===== config.mk =====
export PLATFORM = sky130hd
export DESIGN_NAME = prefix_adder_seq_flat
export DESIGN_NICKNAME = d
export VERILOG_FILES = /design/src/rtl/prefix_adder_seq_pkg.sv /design/src/rtl/prefix_adder_seq_if.sv /design/src/rtl/prefix_adder_seq_chunk.sv /design/src/rtl/prefix_adder_seq.sv /design/src/flat_wrapper.sv
export SDC_FILE = /design/constraint.sdc
export NUM_CORES = 2
export LEC_CHECK = 0
export ABC_AREA = 1
export BUFFER_PORTS_ARGS = -buffer_cell sky130_fd_sc_hd__buf_2
export CAP_MARGIN = 20
export CORE_AREA = 2 2 304 306
export CTS_BUF_LIST = sky130_fd_sc_hd__clkbuf_16
export CTS_CLUSTER_DIAMETER = 200
export DETAILED_ROUTE_END_ITERATION = 10
export DIE_AREA = 0 0 306 308
export SLEW_MARGIN = 20
export SYNTH_ARGS = -nofsm -noshare
export SYNTH_HDL_FRONTEND = slang
export SYNTH_SLANG_ARGS = --single-unit

===== constraint.sdc =====
create_clock -name clk -period 7.15 [get_ports clk]
set_input_delay 0.3575 -clock clk [delete_from_list [all_inputs] [get_ports clk]]
set_output_delay 0.3575 -clock clk [all_outputs]
set_load 0.01 [all_outputs]

===== src/rtl/prefix_adder_seq_pkg.sv =====
// Shared definitions for the multi-cycle prefix adder/subtractor:
// operation encoding, FSM state encoding, default sizes and a clog2 helper.
package prefix_adder_seq_pkg;

  localparam logic OP_ADD = 1'b0;
  localparam logic OP_SUB = 1'b1;

  localparam int DEF_WIDTH = 256;
  localparam int DEF_CHUNK = 32;

  typedef logic [1:0] state_t;
  localparam state_t ST_IDLE = 2'd0;
  localparam state_t ST_RUN  = 2'd1;
  localparam state_t ST_DONE = 2'd2;

  // Ceiling log2, used for counter and tree-depth sizing.
  function automatic int clog2(input int value);
    int r;
    r = 0;
    for (int x = value - 1; x > 0; x = x >> 1) begin
      r++;
    end
    return r;
  endfunction

endpackage


===== src/rtl/prefix_adder_seq_if.sv =====
// Request/result bus of prefix_adder_seq.
// Optional macro PREFIX_ADDER_SEQ_ZERO_EN adds the 'zero' result flag.
//
// Handshake: a request transfers on a rising clk edge where in_valid and
// in_ready are both 1; a result transfers on an edge where out_valid and
// out_ready are both 1. A producer never waits on the consumer's ready
// before raising valid, and keeps its payload stable while valid is held.
interface prefix_adder_seq_if
  import prefix_adder_seq_pkg::*;
#(
  parameter int WIDTH = DEF_WIDTH
);
  logic             in_valid;
  logic             in_ready;
  logic             op_sub;
  logic [WIDTH-1:0] a;
  logic [WIDTH-1:0] b;
  logic             out_valid;
  logic             out_ready;
  logic [WIDTH-1:0] sum;
  logic             cout;
  logic             busy;
`ifdef PREFIX_ADDER_SEQ_ZERO_EN
  logic             zero;

  modport master (
    output in_valid, op_sub, a, b, out_ready,
    input  in_ready, out_valid, sum, cout, busy, zero
  );
  modport slave (
    input  in_valid, op_sub, a, b, out_ready,
    output in_ready, out_valid, sum, cout, busy, zero
  );
`else
  modport master (
    output in_valid, op_sub, a, b, out_ready,
    input  in_ready, out_valid, sum, cout, busy
  );
  modport slave (
    input  in_valid, op_sub, a, b, out_ready,
    output in_ready, out_valid, sum, cout, busy
  );
`endif
endinterface


===== src/rtl/prefix_adder_seq_chunk.sv =====
// prefix_adder_chunk: combinational CHUNK-bit adder slice built on a
// parallel-prefix (g,p) tree. Returns the CHUNK sum bits and the carry
// leaving the chunk for a given carry-in.
module prefix_adder_chunk
  import prefix_adder_seq_pkg::*;
#(
  parameter int CHUNK = DEF_CHUNK
) (
  input  logic [CHUNK-1:0] a_i,
  input  logic [CHUNK-1:0] b_i,
  input  logic             c_i,
  output logic [CHUNK-1:0] s_o,
  output logic             c_o
);
  localparam int LEVELS = clog2(CHUNK);

  // Per-bit generate/propagate pairs.
  logic [CHUNK-1:0] g0;
  logic [CHUNK-1:0] p0;
  assign g0 = a_i & b_i;
  assign p0 = a_i ^ b_i;

  // Kogge-Stone levels: after level l, bit i holds G/P over [i : i-2^(l+1)+1].
  for (genvar l = 0; l < LEVELS; l++) begin : g_lvl
    localparam int D = 1 << l;
    logic [CHUNK-1:0] g_in;
    logic [CHUNK-1:0] p_in;
    logic [CHUNK-1:0] g;
    logic [CHUNK-1:0] p;
    if (l == 0) begin : g_first
      assign g_in = g0;
      assign p_in = p0;
    end else begin : g_next
      assign g_in = g_lvl[l-1].g;
      assign p_in = g_lvl[l-1].p;
    end
    // Low D bits have no partner at this distance and pass through.
    assign g = g_in | (p_in & (g_in << D));
    assign p = p_in & ~((~p_in) << D);
  end

  // Prefix G[i:0]/P[i:0]; the top pair is the group (G,P) of the chunk.
  logic [CHUNK-1:0] gpre;
  logic [CHUNK-1:0] ppre;
  assign gpre = g_lvl[LEVELS-1].g;
  assign ppre = g_lvl[LEVELS-1].p;

  // Carry into bit i is the prefix over bits below it combined with c_i.
  logic [CHUNK-1:0] carry;
  assign carry = {gpre[CHUNK-2:0] | (ppre[CHUNK-2:0] & {(CHUNK-1){c_i}}), c_i};
  assign s_o   = p0 ^ carry;
  assign c_o   = gpre[CHUNK-1] | (ppre[CHUNK-1] & c_i);

endmodule


===== src/rtl/prefix_adder_seq.sv =====
// prefix_adder_seq: WIDTH-bit add/sub computed one CHUNK per cycle, LSB
// chunk first, through a single prefix_adder_chunk and a carry register.
// Optional macro PREFIX_ADDER_SEQ_ZERO_EN adds a per-chunk accumulated
// result==0 flag.
module prefix_adder_seq
  import prefix_adder_seq_pkg::*;
#(
  parameter int WIDTH = DEF_WIDTH,
  parameter int CHUNK = DEF_CHUNK
) (
  input  logic                clk,
  input  logic                reset,
  prefix_adder_seq_if.slave   bus,
  output state_t              state_o
);
  localparam int NCHUNK = WIDTH / CHUNK;
  localparam int CW     = (NCHUNK > 1) ? clog2(NCHUNK) : 1;
  localparam logic [CW-1:0] LAST = CW'(NCHUNK - 1);

  state_t           state_q, state_d;
  logic [CW-1:0]    cnt_q, cnt_d;
  logic             carry_q, carry_d;
  logic [WIDTH-1:0] a_q, a_d;
  logic [WIDTH-1:0] b_q, b_d;
  logic [WIDTH-1:0] sum_q, sum_d;
  logic             cout_q, cout_d;
  logic             out_valid_q, out_valid_d;
`ifdef PREFIX_ADDER_SEQ_ZERO_EN
  logic             zero_acc_q, zero_acc_d;
`endif

  logic [CHUNK-1:0] chunk_sum;
  logic             chunk_cout;

  prefix_adder_chunk #(.CHUNK(CHUNK)) u_chunk (
    .a_i (a_q[int'(cnt_q)*CHUNK +: CHUNK]),
    .b_i (b_q[int'(cnt_q)*CHUNK +: CHUNK]),
    .c_i (carry_q),
    .s_o (chunk_sum),
    .c_o (chunk_cout)
  );

  // Next-state: capture in IDLE, one chunk per RUN cycle, hold in DONE.
  // out_valid rises one cycle after entering DONE so the result is
  // presented from settled registers.
  always_comb begin
    state_d     = state_q;
    cnt_d       = cnt_q;
    carry_d     = carry_q;
    a_d         = a_q;
    b_d         = b_q;
    sum_d       = sum_q;
    cout_d      = cout_q;
    out_valid_d = out_valid_q;
`ifdef PREFIX_ADDER_SEQ_ZERO_EN
    zero_acc_d  = zero_acc_q;
`endif
    case (state_q)
      ST_IDLE: begin
        if (bus.in_valid) begin
          a_d     = bus.a;
          b_d     = (bus.op_sub == OP_SUB) ? ~bus.b : bus.b;
          carry_d = bus.op_sub;
          cnt_d   = '0;
          sum_d   = '0;
          cout_d  = 1'b0;
          state_d = ST_RUN;
`ifdef PREFIX_ADDER_SEQ_ZERO_EN
          zero_acc_d = 1'b1;
`endif
        end
      end
      ST_RUN: begin
        sum_d[int'(cnt_q)*CHUNK +: CHUNK] = chunk_sum;
        carry_d = chunk_cout;
`ifdef PREFIX_ADDER_SEQ_ZERO_EN
        zero_acc_d = zero_acc_q & ~(|chunk_sum);
`endif
        if (cnt_q == LAST) begin
          cout_d  = chunk_cout;
          cnt_d   = '0;
          state_d = ST_DONE;
        end else begin
          cnt_d = cnt_q + CW'(1);
        end
      end
      ST_DONE: begin
        if (!out_valid_q) begin
          out_valid_d = 1'b1;
        end else if (bus.out_ready) begin
          out_valid_d = 1'b0;
          state_d     = ST_IDLE;
        end
      end
      default: begin
        state_d     = ST_IDLE;
        out_valid_d = 1'b0;
      end
    endcase
  end

  // State registers; reset discards any in-flight operation.
  always_ff @(posedge clk or negedge reset) begin
    if (!reset) begin
      state_q     <= ST_IDLE;
      cnt_q       <= '0;
      carry_q     <= 1'b0;
      a_q         <= '0;
      b_q         <= '0;
      sum_q       <= '0;
      cout_q      <= 1'b0;
      out_valid_q <= 1'b0;
`ifdef PREFIX_ADDER_SEQ_ZERO_EN
      zero_acc_q  <= 1'b0;
`endif
    end else begin
      state_q     <= state_d;
      cnt_q       <= cnt_d;
      carry_q     <= carry_d;
      a_q         <= a_d;
      b_q         <= b_d;
      sum_q       <= sum_d;
      cout_q      <= cout_d;
      out_valid_q <= out_valid_d;
`ifdef PREFIX_ADDER_SEQ_ZERO_EN
      zero_acc_q  <= zero_acc_d;
`endif
    end
  end

  assign bus.in_ready  = (state_q == ST_IDLE);
  assign bus.busy      = (state_q == ST_RUN);
  assign bus.out_valid = out_valid_q;
  assign bus.sum       = sum_q;
  assign bus.cout      = cout_q;
`ifdef PREFIX_ADDER_SEQ_ZERO_EN
  assign bus.zero      = zero_acc_q & out_valid_q;
`endif
  assign state_o       = state_q;

endmodule


===== src/flat_wrapper.sv =====
// flat-port wrapper written by rule: the top's interface ports become plain ports
module prefix_adder_seq_flat import prefix_adder_seq_pkg::*;
#(
  parameter int WIDTH = DEF_WIDTH,
  parameter int CHUNK = DEF_CHUNK
)
  (clk, reset, state_o, bus_in_valid, bus_op_sub, bus_a, bus_b, bus_out_ready, bus_in_ready, bus_out_valid, bus_sum, bus_cout, bus_busy);
  prefix_adder_seq_if #(.WIDTH(WIDTH)) bus_i ();
  input  logic clk;
  input  logic reset;
  output state_t state_o;
  input wire logic [$bits(bus_i.in_valid)-1:0] bus_in_valid;
  input wire logic [$bits(bus_i.op_sub)-1:0] bus_op_sub;
  input wire logic [$bits(bus_i.a)-1:0] bus_a;
  input wire logic [$bits(bus_i.b)-1:0] bus_b;
  input wire logic [$bits(bus_i.out_ready)-1:0] bus_out_ready;
  output wire logic [$bits(bus_i.in_ready)-1:0] bus_in_ready;
  output wire logic [$bits(bus_i.out_valid)-1:0] bus_out_valid;
  output wire logic [$bits(bus_i.sum)-1:0] bus_sum;
  output wire logic [$bits(bus_i.cout)-1:0] bus_cout;
  output wire logic [$bits(bus_i.busy)-1:0] bus_busy;
  assign bus_i.in_valid = bus_in_valid;
  assign bus_i.op_sub = bus_op_sub;
  assign bus_i.a = bus_a;
  assign bus_i.b = bus_b;
  assign bus_i.out_ready = bus_out_ready;
  assign bus_in_ready = bus_i.in_ready;
  assign bus_out_valid = bus_i.out_valid;
  assign bus_sum = bus_i.sum;
  assign bus_cout = bus_i.cout;
  assign bus_busy = bus_i.busy;
  prefix_adder_seq #(.WIDTH(WIDTH), .CHUNK(CHUNK)) u_core (.clk(clk), .reset(reset), .bus(bus_i), .state_o(state_o));
endmodule

# Yosys cells after proc, flatten, opt, wreduce, memory -nomap -nowiden
# Index checks and enable logic that the tools add are counted.
# totals
elab_cells	81
n_memories	0
latch_bits	0
ramBits	0
inputBits	517
ff_bits	776
output_inout_bits	262
rom_bits	0
# classes
div	0
addsub	2
shifts	4
n_mux	20
eq_ne	7
order_cmp	0
bitwise	33
multipliers	0
reduce_logical	7
# ops
cell	count
$mux W256	2
$pmux W256 S2	1
$shiftx A256 B9 Y32	2
$and A32 B32 Y32	11
$bwmux W256	1
$not A256 Y256	1
$shift A32 B33 Y256 const A	1
$shiftx A32 B33 Y256	1
$not A32 Y32	5
$or A32 B32 Y32	5
$xor A32 B32 Y32	2
$neg A8 Y33	1
$and A31 B31 Y31	1
$not A31 Y31	1
$or A31 B31 Y31	1
$not A30 Y30	1
$not A28 Y28	1
$not A24 Y24	1
$not A16 Y16	1
$mux W2	4
$mux W3	2
$pmux W1 S2	3
$pmux W2 S3	1
$pmux W3 S2	1
other kinds (15)	22

# Depth between registers and ports, before layout
# depth
depth_word	23
mapped_depth	23
depth_no_buf	19

# Cells and area by module
# Synthesis repeated with hierarchy kept, for this count alone.
# hier_totals
hier_cells	5242
area_unflattened_um2	40277.4
# by_module_without_submodules
mod	n_inst	seq_area_each_um2	area_each_um2	cells_per_inst
prefix_adder_seq	1	19418.6	37653.6	4739
prefix_adder_chunk	1	0.0	2623.8	503

# Worst setup path before layout
# Ideal clock, no wire load.
# synth_path
kind	register -> register
from	register u_core.cnt_q[0]
to	register u_core.sum_q[250] (netlist: u_core.bus.sum[250])
setup_ns	0.083
stages_incl_launch_ff	22
slack_ns	4.129
period_less_slack_ns	3.021
arrival_time_ns	2.938
path_buffers	4
required_ns	7.067
cell_sequence	dfrtp_1 -> buf_4 -> inv_4 -> buf_4 -> buf_2 -> clkbuf_1 -> o21ai_0 -> o22ai_1 -> nor2_1 -> a31oi_1 -> ha_1 -> nand2_2 -> inv_1 -> nand2_1 -> nand2_1 -> a21oi_1 -> nor2_1 -> nor2_1 -> nand3_1 -> nand2_1 -> nand3_1 -> o21ai_0
# synth_between
elab_chain_cells	21
elab_cells_between_ends	37
cone_classes	add/sub (1); shift (4); mux (2); bitwise (30)
# synth_rtl
element	line	text
start, declared	prefix_adder_seq.sv:21	logic [CW-1:0] cnt_q, cnt_d;
start signal, assigned	prefix_adder_seq.sv:118	cnt_q <= cnt_d;
branches (longest 19 deep; another with $shiftx A256 B9 Y32)	--	
$bwmux W256 *	prefix_adder_seq.sv:74	sum_d[int'(cnt_q)*CHUNK +: CHUNK] = chunk_sum;
$pmux W256 S2 *	prefix_adder_seq.sv:58	case (state_q)
end signal, assigned	prefix_adder_seq.sv:122	sum_q <= sum_d;
end, declared	prefix_adder_seq.sv:25	logic [WIDTH-1:0] sum_q, sum_d;
# Every way passes the cells marked *.
# A chain may end at the register's enable or synchronous reset.

# Worst setup path in the final report
# layout_path
from	register u_core.cnt_q[0]
to	register u_core.sum_q[58] (netlist: u_core.bus.sum[58])
# The elaborated chain is that of the path after synthesis.

==> results.yml <==
synth:
  synth-main-ff-cell: "dfrtp_1"
  syn_avg_cell_area_sq_um: 8.07
  yosys-mux-area-fraction: 0
  synth-xor-area-share: 0.0658
  synthDistinctLibCells: 41
  synth-edff-count: 0
  synth_sequential_area_ratio: 0.512
  syn_nets: 5257
  post_synth_instance_area_sq_um: 38000
  synthCells: 4702
  yosys_register_bits: 776
  synth_compound_area_frac: 0.114
  synth_top_family_by_area: "simple AND/OR/NAND/NOR gates"
  simple_gate_share_of_the_synthesized_area: 0.249
  synthAdderAreaFrac: 0.0127
  yosys_warnings: 0
  ys_async_sr_fraction: 1.00
drt:
  met2_length_mm: 75.4
  detail_route.iter0.violations: 3508
  met3_length_mm: 9.90
  maxUsedRoutingLayer: "met5"
  wl_met1_mm: 64.0
  antenna_left: 0
  first_pass_iters: 6
  wirelength_mm: 158
  post_drt_via_cell_ratio: 5.33
  drt_drc_violations_left: 0
  routed_len_inst_um: 22.9
  routed-via-count: 36800
timing:
  setup_skew_ns: 0.0334
  post_route_setup_tns_ns: 0
  period_needed_ns: 5.13
  drv_slew: 0
  finalHoldViolations: 0
  final_min_period_over_clock_period: 0.718
  finalSetupViolCount: 0
  highest_clock_frequency_the_design_can_meet_mhz: 195
  worst_slew_pin_slew_ns: 1.12
  slew_headroom: 0.253
  grt_setup_unrepaired: "no"
critical_path:
  worst_setup_path_start_kind: "register"
  critical_path_peak_fanout: 47
  endpoint_kind: "register"
  cp_data_required_time_ns: 7.70
  reg2reg_setup_slack_ns: 2.02
  critical_path.reg2reg.startpoint: "u_core.cnt_q[0]$_DFFE_PN0P_"
  worst_setup_path_endpoint: "u_core.bus.sum[58]$_DFFE_PN0P_"
  terminus_of_the_critical_flop_to_flop_path: "u_core.bus.sum[58]$_DFFE_PN0P_"
  beginning_of_the_critical_path: "u_core.cnt_q[0]$_DFFE_PN0P_"
  critPathKind: "register to register"
  timing.critical_path.arrival_ns: 5.68
  ff2ff_path_depth: 18
floorplan:
  row_count: 111
  die_h_um: 308
  design.die.area_sq_um: 94200
  initial_core_util: 0.417
  io_pins: 779
  coreArea_sq_um: 91000
  die_width_um: 306
clock_tree:
  cts_num_sinks: 776
  htree_num_levels: 3
  cts.reportedPaths.clkPinSlew_ns: 0.06
  clk_latency_ns: 0.66
  buffers_from_clock_root_to_sink_at_most: 3
  tritoncts: "yes"
  cts_made_buffers: 86
  clock_tree.root_cell: "clkbuf_16"
grt:
  grt_max_degree: 194
  grt_pass1_vias: 36300
  grt_antenna_before_repair: 10
  grt_pass1_wl_mm: 234
  gr-total-overflow: 0
  grt_use_total: 0.330
final_layout:
  post_route_cells_drive_above_1_share: 0.179
  layout.nets: 6196
  area_growth_pct: 28.2
place:
  hpwl_mm: 112
  port-buffer-count: 778
  globalplace.congestion: 0.987
pwr:
  peakVddDrop_v: 0.000411
  total_power_mw: 28.0
  power_leakage_nw: 24.7
  power.density_cell_area_nw_per_um2: 576
run:
  drv.max_cap_violation_count: 0
min_path:
  min-delay-path-class: "input pin to register"
run_status:
  run_status: "completed"
-- timing repair --
item                      in CTS  in global routing
gates resized for setup        0                  0
buffers inserted               0                  0
hold buffers                 337                  0
hold endpoints to repair     412                  0
-- cell families (layout without fill, tap and decap cells) --
logic type | Yosys count | in the layout
other cells | 0 | 8
flops | 776 | 776
buf+inv | 427 | 1433
fa+ha+maj | 38 | 38
compound gates | 820 | 820
simple gates | 2366 | 2366
xor+xnor | 275 | 275
-- cells in the mapped netlist, types with 13 or more instances --
cell type  instances  area share
nand2_2           17      0.0028
a31oi_1           48      0.0079
clkbuf_1         168       0.017
inv_1            105       0.010
nor2_1           472       0.047
nor3_1            23      0.0030
o21ai_1           71      0.0094
o211ai_1          16      0.0032
buf_1             17      0.0017
xnor2_1          269       0.062
nand2_1         1665        0.16
o21ai_0          583       0.077
ha_1              37       0.012
a21oi_1           27      0.0036
nand4_1           82       0.014
dfrtp_1          776        0.51
buf_2            113       0.015
inv_2             13      0.0013
o22ai_1           65       0.011
nand3_1           72      0.0095
-- metrics by stage --
step | instances | setup slack (ns) | area [sq um] | utilization | hold WS (ns)
2_1_floorplan | 4702 | 4.13 | 38000 | - | 0.0619
3_5_place_dp | 6402 | 2.10 | 42500 | 0.467 | 0.435
5_1_grt | 6898 | 1.76 | 48600 | 0.535 | 0.0102
6_report | 6902 | 2.02 | 48600 | 0.535 | 0.0163
3_3_place_gp | 6402 | 2.13 | 42500 | 0.467 | 0.437
4_1_cts | 6894 | 2.08 | 48600 | 0.535 | 0.000671
-- power breakdown --
| part | total (mW) | switching, mW | internal (mW) |
|---|---|---|---|
| Sequential | 7.56 | 1.24 | 6.32 |
| Combinational | 16.0 | 11.6 | 4.44 |
| Clock | 4.46 | 1.93 | 2.53 |
| Total | 28.0 | 14.7 | 13.3 |
-- worst max-delay path, stage by stage (launching register included) --
cell and delay, ns:
dfrtp_4 0.81, buf_4 0.51, buf_4 0.52, o21ai_0 0.16, o22ai_1 0.45, nor2_1 0.08
a31oi_1 0.48, ha_1 0.41, nand2_1 0.17, inv_1 0.07, nand2_1 0.07, nand2_1 0.07
a21oi_1 0.24, nor2_1 0.07, nor2_1 0.14, nand3_1 0.09, nand2_1 0.19, nand3_1 0.20
o21ai_0 0.23
-- sequential cells by signal, summed over array words and instances (netlist names) --
signal / cells
u_core.bus.cout: 1
u_core.b_q: 256
u_core.bus.out_valid: 1
u_core.bus.sum: 256
u_core.cnt_q: 3
u_core.carry_q: 1
u_core.state_o: 2
u_core.a_q: 256
-- metal layers --
metal / GRT usage / up-vias
met5: 0 / -
met4: 0.168 / 4
met3: 0.0442 / 378
met2: 0.553 / 1582
met1: 0.420 / 17800
li1: - / 17000
-- final cells by class --
class / count / area [sq um]
timing repair buffer: 1158 / 7680
sequential: 776 / 19400
inverter: 120 / 479
fill: 8646 / 42300
multi-input combinational: 3499 / 16800
clock buffer: 86 / 2150
antenna: 8 / 20.0
tap: 1186 / 1480
clock inverter: 69 / 629
-- worst min-delay path by stage --
stage	slack, ns	startpoint	endpoint	cells after the start
floorplan	0.06	reset	u_core.a_q[0]$_DFFE_PN0P_	0
global placement	0.44	reset	u_core.bus.sum[98]$_DFFE_PN0P_	1
detailed placement	0.44	reset	u_core.bus.sum[34]$_DFFE_PN0P_	1
CTS	0.0007	bus_b[220]	u_core.b_q[220]$_DFFE_PN0P_	3
global route	0.01	bus_a[33]	u_core.a_q[33]$_DFFE_PN0P_	3
finish	0.02	bus_b[85]	u_core.b_q[85]$_DFFE_PN0P_	3
-- placed cells by master (no fill, tap or decap), drive strengths merged, types with 4 or more instances in the layout --
| cell type | netlist | layout |
|---|---|---|
| nand4 | 82 | 82 |
| diode | 0 | 8 |
| clkbuf | 168 | 86 |
| nand2 | 1685 | 1685 |
| o22ai | 65 | 65 |
| dfrtp | 776 | 776 |
| dlygate4sd3 | 0 | 337 |
| o21ai | 654 | 654 |
| ha | 37 | 37 |
| xnor2 | 269 | 269 |
| a31oi | 48 | 48 |
| nor3 | 26 | 26 |
| nand3 | 74 | 74 |
| a21oi | 27 | 27 |
| o211ai | 16 | 16 |
| a22o | 4 | 4 |
| clkinv | 0 | 42 |
| nor2 | 495 | 495 |
| xor2 | 6 | 6 |
| inv | 120 | 136 |
| buf | 139 | 821 |
| bufinv | 0 | 9 |
Note: power is estimated with default switching activity, not from simulation.
